**src/rtl/apb_slave_regbank.sv**
```systemverilog
// apb_slave_regbank
// APB completer with a small register bank, programmable wait states and
// PSLVERR signalling.
//   word 0         : ID (read-only, ID_VALUE)
//   word 1         : ERR_CNT (read-only, 8-bit saturating count of errors)
//   word 2..N-1    : read/write registers
// A transfer is taken in IDLE on a setup cycle (PSEL=1, PENABLE=0). ACCESS
// burns WAIT_slv_i extra cycles and then commits. RESP presents a one-cycle
// registered response.
module apb_slave_regbank #(
    parameter int                      DATA_WIDTH = 32,
    parameter int                      ADDR_WIDTH = 32,
    parameter int                      NUM_REGS   = 8,
    parameter int                      WAIT_WIDTH = 4,
    parameter logic [DATA_WIDTH-1:0]   ID_VALUE   = 32'hA5B0_0001
) (
    input  logic                  PCLK,
    input  logic                  PRESETn,
    input  logic                  PSEL_slv_i,
    input  logic                  PENABLE_slv_i,
    input  logic                  PWRITE_slv_i,
    input  logic [ADDR_WIDTH-1:0] PADDR_slv_i,
    input  logic [DATA_WIDTH-1:0] PWDATA_slv_i,
    output logic [DATA_WIDTH-1:0] PRDATA_slv_o,
    output logic                  PREADY_slv_o,
    output logic                  PSLVERR_slv_o,
    input  logic [WAIT_WIDTH-1:0] WAIT_slv_i,
    output logic                  BUSY_slv_o
);

    localparam int IDX_W = ADDR_WIDTH - 2;
    localparam int SEL_W = (NUM_REGS > 1) ? $clog2(NUM_REGS) : 1;

    typedef enum logic [1:0] {
        IDLE   = 2'd0,
        ACCESS = 2'd1,
        RESP   = 2'd2
    } state_t;

    state_t                  state;
    state_t                  state_nxt;
    logic [WAIT_WIDTH-1:0]   cnt;
    logic [WAIT_WIDTH-1:0]   cnt_nxt;

    // Transfer captured during the setup cycle.
    logic [ADDR_WIDTH-1:0]   addr_q;
    logic                    write_q;
    logic [DATA_WIDTH-1:0]   wdata_q;

    // Storage for the read/write words only; words 0 and 1 are not storage.
    logic [DATA_WIDTH-1:0]   regs [2:NUM_REGS-1];
    logic [7:0]              err_cnt;

    logic [DATA_WIDTH-1:0]   prdata_q;
    logic                    pready_q;
    logic                    pslverr_q;

    // Decode of the latched transfer.
    logic [IDX_W-1:0]        idx;
    logic [SEL_W-1:0]        sel;
    logic                    in_range;
    logic                    is_err;
    logic                    take_setup;
    logic                    commit;
    logic [DATA_WIDTH-1:0]   rd_data;

    assign idx        = addr_q[ADDR_WIDTH-1:2];
    assign sel        = idx[SEL_W-1:0];
    assign in_range   = (idx < IDX_W'(NUM_REGS));
    assign is_err     = (addr_q[1:0] != 2'b00) || !in_range || (write_q && (idx < IDX_W'(2)));
    assign take_setup = (state == IDLE) && PSEL_slv_i && !PENABLE_slv_i;
    assign commit     = (state == ACCESS) && PSEL_slv_i && (cnt == '0);

    // Read mux over the register map; out-of-range words read as zero.
    always_comb begin
        // NOTE: every signal written here gets a default first, so no path
        // leaves it unassigned and no latch is inferred.
        rd_data = '0;
        if (in_range) begin
            if (idx == IDX_W'(0)) begin
                rd_data = ID_VALUE;
            end else if (idx == IDX_W'(1)) begin
                rd_data = {{(DATA_WIDTH-8){1'b0}}, err_cnt};
            end else begin
                rd_data = regs[sel];
            end
        end
    end

    // Next-state and wait-counter logic.
    always_comb begin
        state_nxt = state;
        cnt_nxt   = cnt;
        case (state)
            IDLE: begin
                if (take_setup) begin
                    state_nxt = ACCESS;
                    cnt_nxt   = WAIT_slv_i;
                end
            end
            ACCESS: begin
                if (!PSEL_slv_i) begin
                    // Master gave up: drop the transfer silently.
                    state_nxt = IDLE;
                    cnt_nxt   = '0;
                end else if (cnt != '0) begin
                    cnt_nxt = cnt - 1'b1;
                end else begin
                    state_nxt = RESP;
                end
            end
            RESP: begin
                state_nxt = IDLE;
            end
            default: begin
                state_nxt = IDLE;
                cnt_nxt   = '0;
            end
        endcase
    end

    // State register and wait counter.
    always_ff @(posedge PCLK) begin
        // NOTE: sequential state uses non-blocking assignments so every
        // register samples pre-edge values regardless of statement order.
        if (!PRESETn) begin
            state <= IDLE;
            cnt   <= '0;
        end else begin
            state <= state_nxt;
            cnt   <= cnt_nxt;
        end
    end

    // Capture address, direction and write data on the setup cycle.
    always_ff @(posedge PCLK) begin
        if (!PRESETn) begin
            addr_q  <= '0;
            write_q <= 1'b0;
            wdata_q <= '0;
        end else if (take_setup) begin
            addr_q  <= PADDR_slv_i;
            write_q <= PWRITE_slv_i;
            wdata_q <= PWDATA_slv_i;
        end
    end

    // Registered response: raised at commit, PREADY/PSLVERR dropped after RESP.
    always_ff @(posedge PCLK) begin
        if (!PRESETn) begin
            prdata_q  <= '0;
            pready_q  <= 1'b0;
            pslverr_q <= 1'b0;
        end else if (commit) begin
            pready_q  <= 1'b1;
            pslverr_q <= is_err;
            prdata_q  <= (is_err || write_q) ? '0 : rd_data;
        end else if (state == RESP) begin
            pready_q  <= 1'b0;
            pslverr_q <= 1'b0;
        end
    end

    // Read/write register storage, updated only on an error-free write commit.
    always_ff @(posedge PCLK) begin
        // NOTE: this register file is small and architecturally defined to
        // read zero after reset, so it is reset explicitly (unlike a RAM).
        if (!PRESETn) begin
            for (int i = 2; i < NUM_REGS; i++) begin
                regs[i] <= '0;
            end
        end else if (commit && write_q && !is_err) begin
            regs[sel] <= wdata_q;
        end
    end

    // Saturating error counter, bumped at the same edge as the response.
    always_ff @(posedge PCLK) begin
        if (!PRESETn) begin
            err_cnt <= '0;
        end else if (commit && is_err && (err_cnt != 8'hFF)) begin
            err_cnt <= err_cnt + 8'd1;
        end
    end

    assign PRDATA_slv_o  = prdata_q;
    assign PREADY_slv_o  = pready_q;
    assign PSLVERR_slv_o = pslverr_q;
    assign BUSY_slv_o    = (state != IDLE);

endmodule

```
**config.mk**
```make
export PLATFORM = sky130hd
export DESIGN_NAME = apb_slave_regbank
export DESIGN_NICKNAME = d
export VERILOG_FILES = /design/src/rtl/apb_slave_regbank.sv
export SDC_FILE = /design/constraint.sdc
export NUM_CORES = 1
export LEC_CHECK = 0
export CAP_MARGIN = 0
export CORE_ASPECT_RATIO = 0.6
export CORE_MARGIN = 2
export CORE_UTILIZATION = 35
export CTS_CLUSTER_DIAMETER = 40
export DETAILED_ROUTE_END_ITERATION = 12
export PLACE_DENSITY = 0.55
export SYNTH_ARGS = -nofsm -noshare
export SYNTH_HDL_FRONTEND = slang
export SYNTH_SLANG_ARGS = --single-unit
```
**constraint.sdc**
```tcl
create_clock -name PCLK -period 3.4 [get_ports PCLK]
set_clock_uncertainty 0.15 [all_clocks]
set_input_delay 0.34 -clock PCLK [delete_from_list [all_inputs] [get_ports PCLK]]
set_output_delay 0.34 -clock PCLK [all_outputs]
set_load 0.01 [all_outputs]
```
==> out/qor.txt <==
outcome - finished clean
setup_tns - 0 ns
HP Class - in -> reg
EDFF count, synth - 256
Layout area overhead - 22.3%
CP top delay family - simple AND/OR/NAND/NOR gates
Least-Margin Pin Slew - 0.903 ns
Met3 Wirelength - 1.41 mm
max_cap viols - 0
IO Pins - 108
hold_buf cts - 0
HPWL after DPL - 22.9 mm
routed via count - 9231
CP bufs+invs - 1
Post-DRT Antenna Nets - 0
ANT cells - 0
Placer Congestion - 0.762
worst-path fanout max - 22
Max Buffers Root-to-Sink - 3
worst slack, placed - 0.359 ns
DRC Markers - 0
RSZ-0062 raised after global routing - no
Final Cycle Share - 91.5%
count leader, synth - edfxtp_1
H-tree depth - 2
Yosys reg bits - 372
CP required - 3.45 ns
gr usage total - 15.9%
CP Class - reg -> reg
GRT overflow - 0
die width - 274 um
metal1 wirelength - 18.2 mm
Core Box Area - 43300 um^2
WHS - 0.206 ns
Ys Warns - 0
max-slew violations - 0
endpoints failing setup - 0
initial core utilization - 35.4%
drt first pass iters - 6
met2 routed WL - 15.9 mm
DR top layer - met4
Nets - 1394
post-CTS sizing - 0
layout cells sized above 1 - 13.2%
number of port buffers - 107
Crit-path slowest cell - nor4_1
Post-Syn Area - 15300 um^2
largest net degree at the start of global routing - 80
first-pass GRT wire length - 55.2 mm
Max rail drop VDD - 0.315 mV
Setup WS post-layout - 0.290 ns
CTS tree - done
total die area - 45500 um^2
per-cell routed wire length - 18.6 um
Reg clk slew, reported paths - 0.06 ns
# Post-CTS Setup Buffers - 0
filler cell count - 4014
number of global-route vias before repair - 9047
commonest cells in the netlist - edfxtp_1, and2_1, nand2_1
clk sinks - 372
Avg Inst Size Synth - 13.4 um^2
Pleak - 6.65 nW
num rows - 59
worst relative slew slack - 39.8%
min Tclk post-route - 3.11 ns
Worst setup SP type - register
Worst Path Arrival - 3.16 ns
crit-path cells - nor4_1 > nand4_2 > nor4_4 > and4bb_2 > nand2b_1 > buf_4
Critical Path Max Stage Delay - 0.63 ns
top_reg_cell synth - edfxtp_1
Yosys cell types - 56
ys async rst share - 0%
Vias/cell - 4.79
drt total wl - 35.9 mm
initial antenna violation count - 0
later-pin clock latency in the skew report - 0.53 ns
final hold violation count - 0
Yosys top cell by area - edfxtp_1
Synth top area share - 50.2%
Synth Instances - 1139
Iter 0 DRT Violations - 600
root buffer cell - clkbuf_16
Die Y - 166 um
CP Capture Type - register
total CTS buffers - 39
most area-consuming cells after synthesis - edfxtp_1, dfxtp_1, mux4_2
register area share after synthesis - 65.3%
FMAX - 322 MHz
pwr/cell area - 535 nW/um^2
layer usage:
layer  track usage [%]  vias to the layer above
met5                 0                        -
met4              2.84                        0
met3              2.99                       34
met2              23.6                      143
met1              24.3                     4632
li1                  -                     4422
registers in the layout, summed over array words and instances, names as in the netlist, named ones only:
signal	count
state	2
err_cnt	8
addr_q	32
PREADY_slv_o	1
PRDATA_slv_o	32
PSLVERR_slv_o	1
cnt	4
write_q	1
regs	256
wdata_q	32
final cells by class:
| type | count | area (um^2) | area share, % |
|---|---|---|---|
| timing repair buffer | 146 | 1440 | 7.68 |
| tap | 579 | 724 | 3.87 |
| inverter | 8 | 30.0 | 0.160 |
| clock inverter | 15 | 133 | 0.708 |
| multi-input combinational | 752 | 5240 | 28.0 |
| sequential | 372 | 10000 | 53.5 |
| clock buffer | 56 | 1150 | 6.15 |
cell usage in the layout (no fill, tap or decap), types with 16 or more instances in the layout:
cell	n
a21oi_1	76
and2_1	194
buf_4	33
clkbuf_16	42
clkdlybuf4s50_1	107
conb_1	64
dfxtp_1	113
edfxtp_1	256
mux2i_1	40
mux4_2	57
nand2_1	168
nor2_1	16
o21ai_0	27
path summary, 6_finish.rpt:
kind	cells past startpoint	to	startpoint	slack, ns
setup / recovery	6	regs[4][4]	addr_q[10]	0.29
hold / removal	3	wdata_q[19]	PWDATA_slv_i[19]	0.21
setup reg to reg	6	regs[4][4]	addr_q[10]	0.29
hold reg to reg	2	PRDATA_slv_o[6]	PRDATA_slv_o[6]	0.30
per-stage QoR:
| step | total power (W) | std cells | utilization [%] | instance area (um^2) |
|---|---|---|---|---|
| 3_3_place_gp | 0.00584 | 1857 | 40.3 | 17400 |
| 2_1_floorplan | 0.00555 | 1202 | - | 15600 |
| 3_5_place_dp | 0.00584 | 1857 | 40.3 | 17400 |
| 5_1_grt | 0.0104 | 1928 | 43.3 | 18700 |
| 6_report | 0.0100 | 1928 | 43.3 | 18700 |
| 4_1_cts | 0.0101 | 1928 | 43.3 | 18700 |
where the power goes:
group	switching [W]	total, W	leakage [nW]	internal [W]
logic	0.000333	0.000626	2.43	0.000293
clock network	0.00181	0.00428	0.628	0.00247
registers	0.000112	0.00511	3.59	0.00500
total	0.00226	0.0100	6.65	0.00776
worst register-to-register path: cells and delay by family, from the launching register on:
kind	cells	cell delay, ns
simple gates	5	1.98
buf+inv	1	0.34
flops	1	0.31
cells by family after synthesis:
family / synth area share [%]
xor gates and xnor gates: 0.114
buffers and inverters: 2.16
DFF: 65.3
muxes: 11.0
adders and majority gates: 0.163
and+or+nand+nor: 15.7
AOI/OAI and AO/OA: 5.47
other: 0.0245
Note: power is estimated with default switching activity, not from simulation.
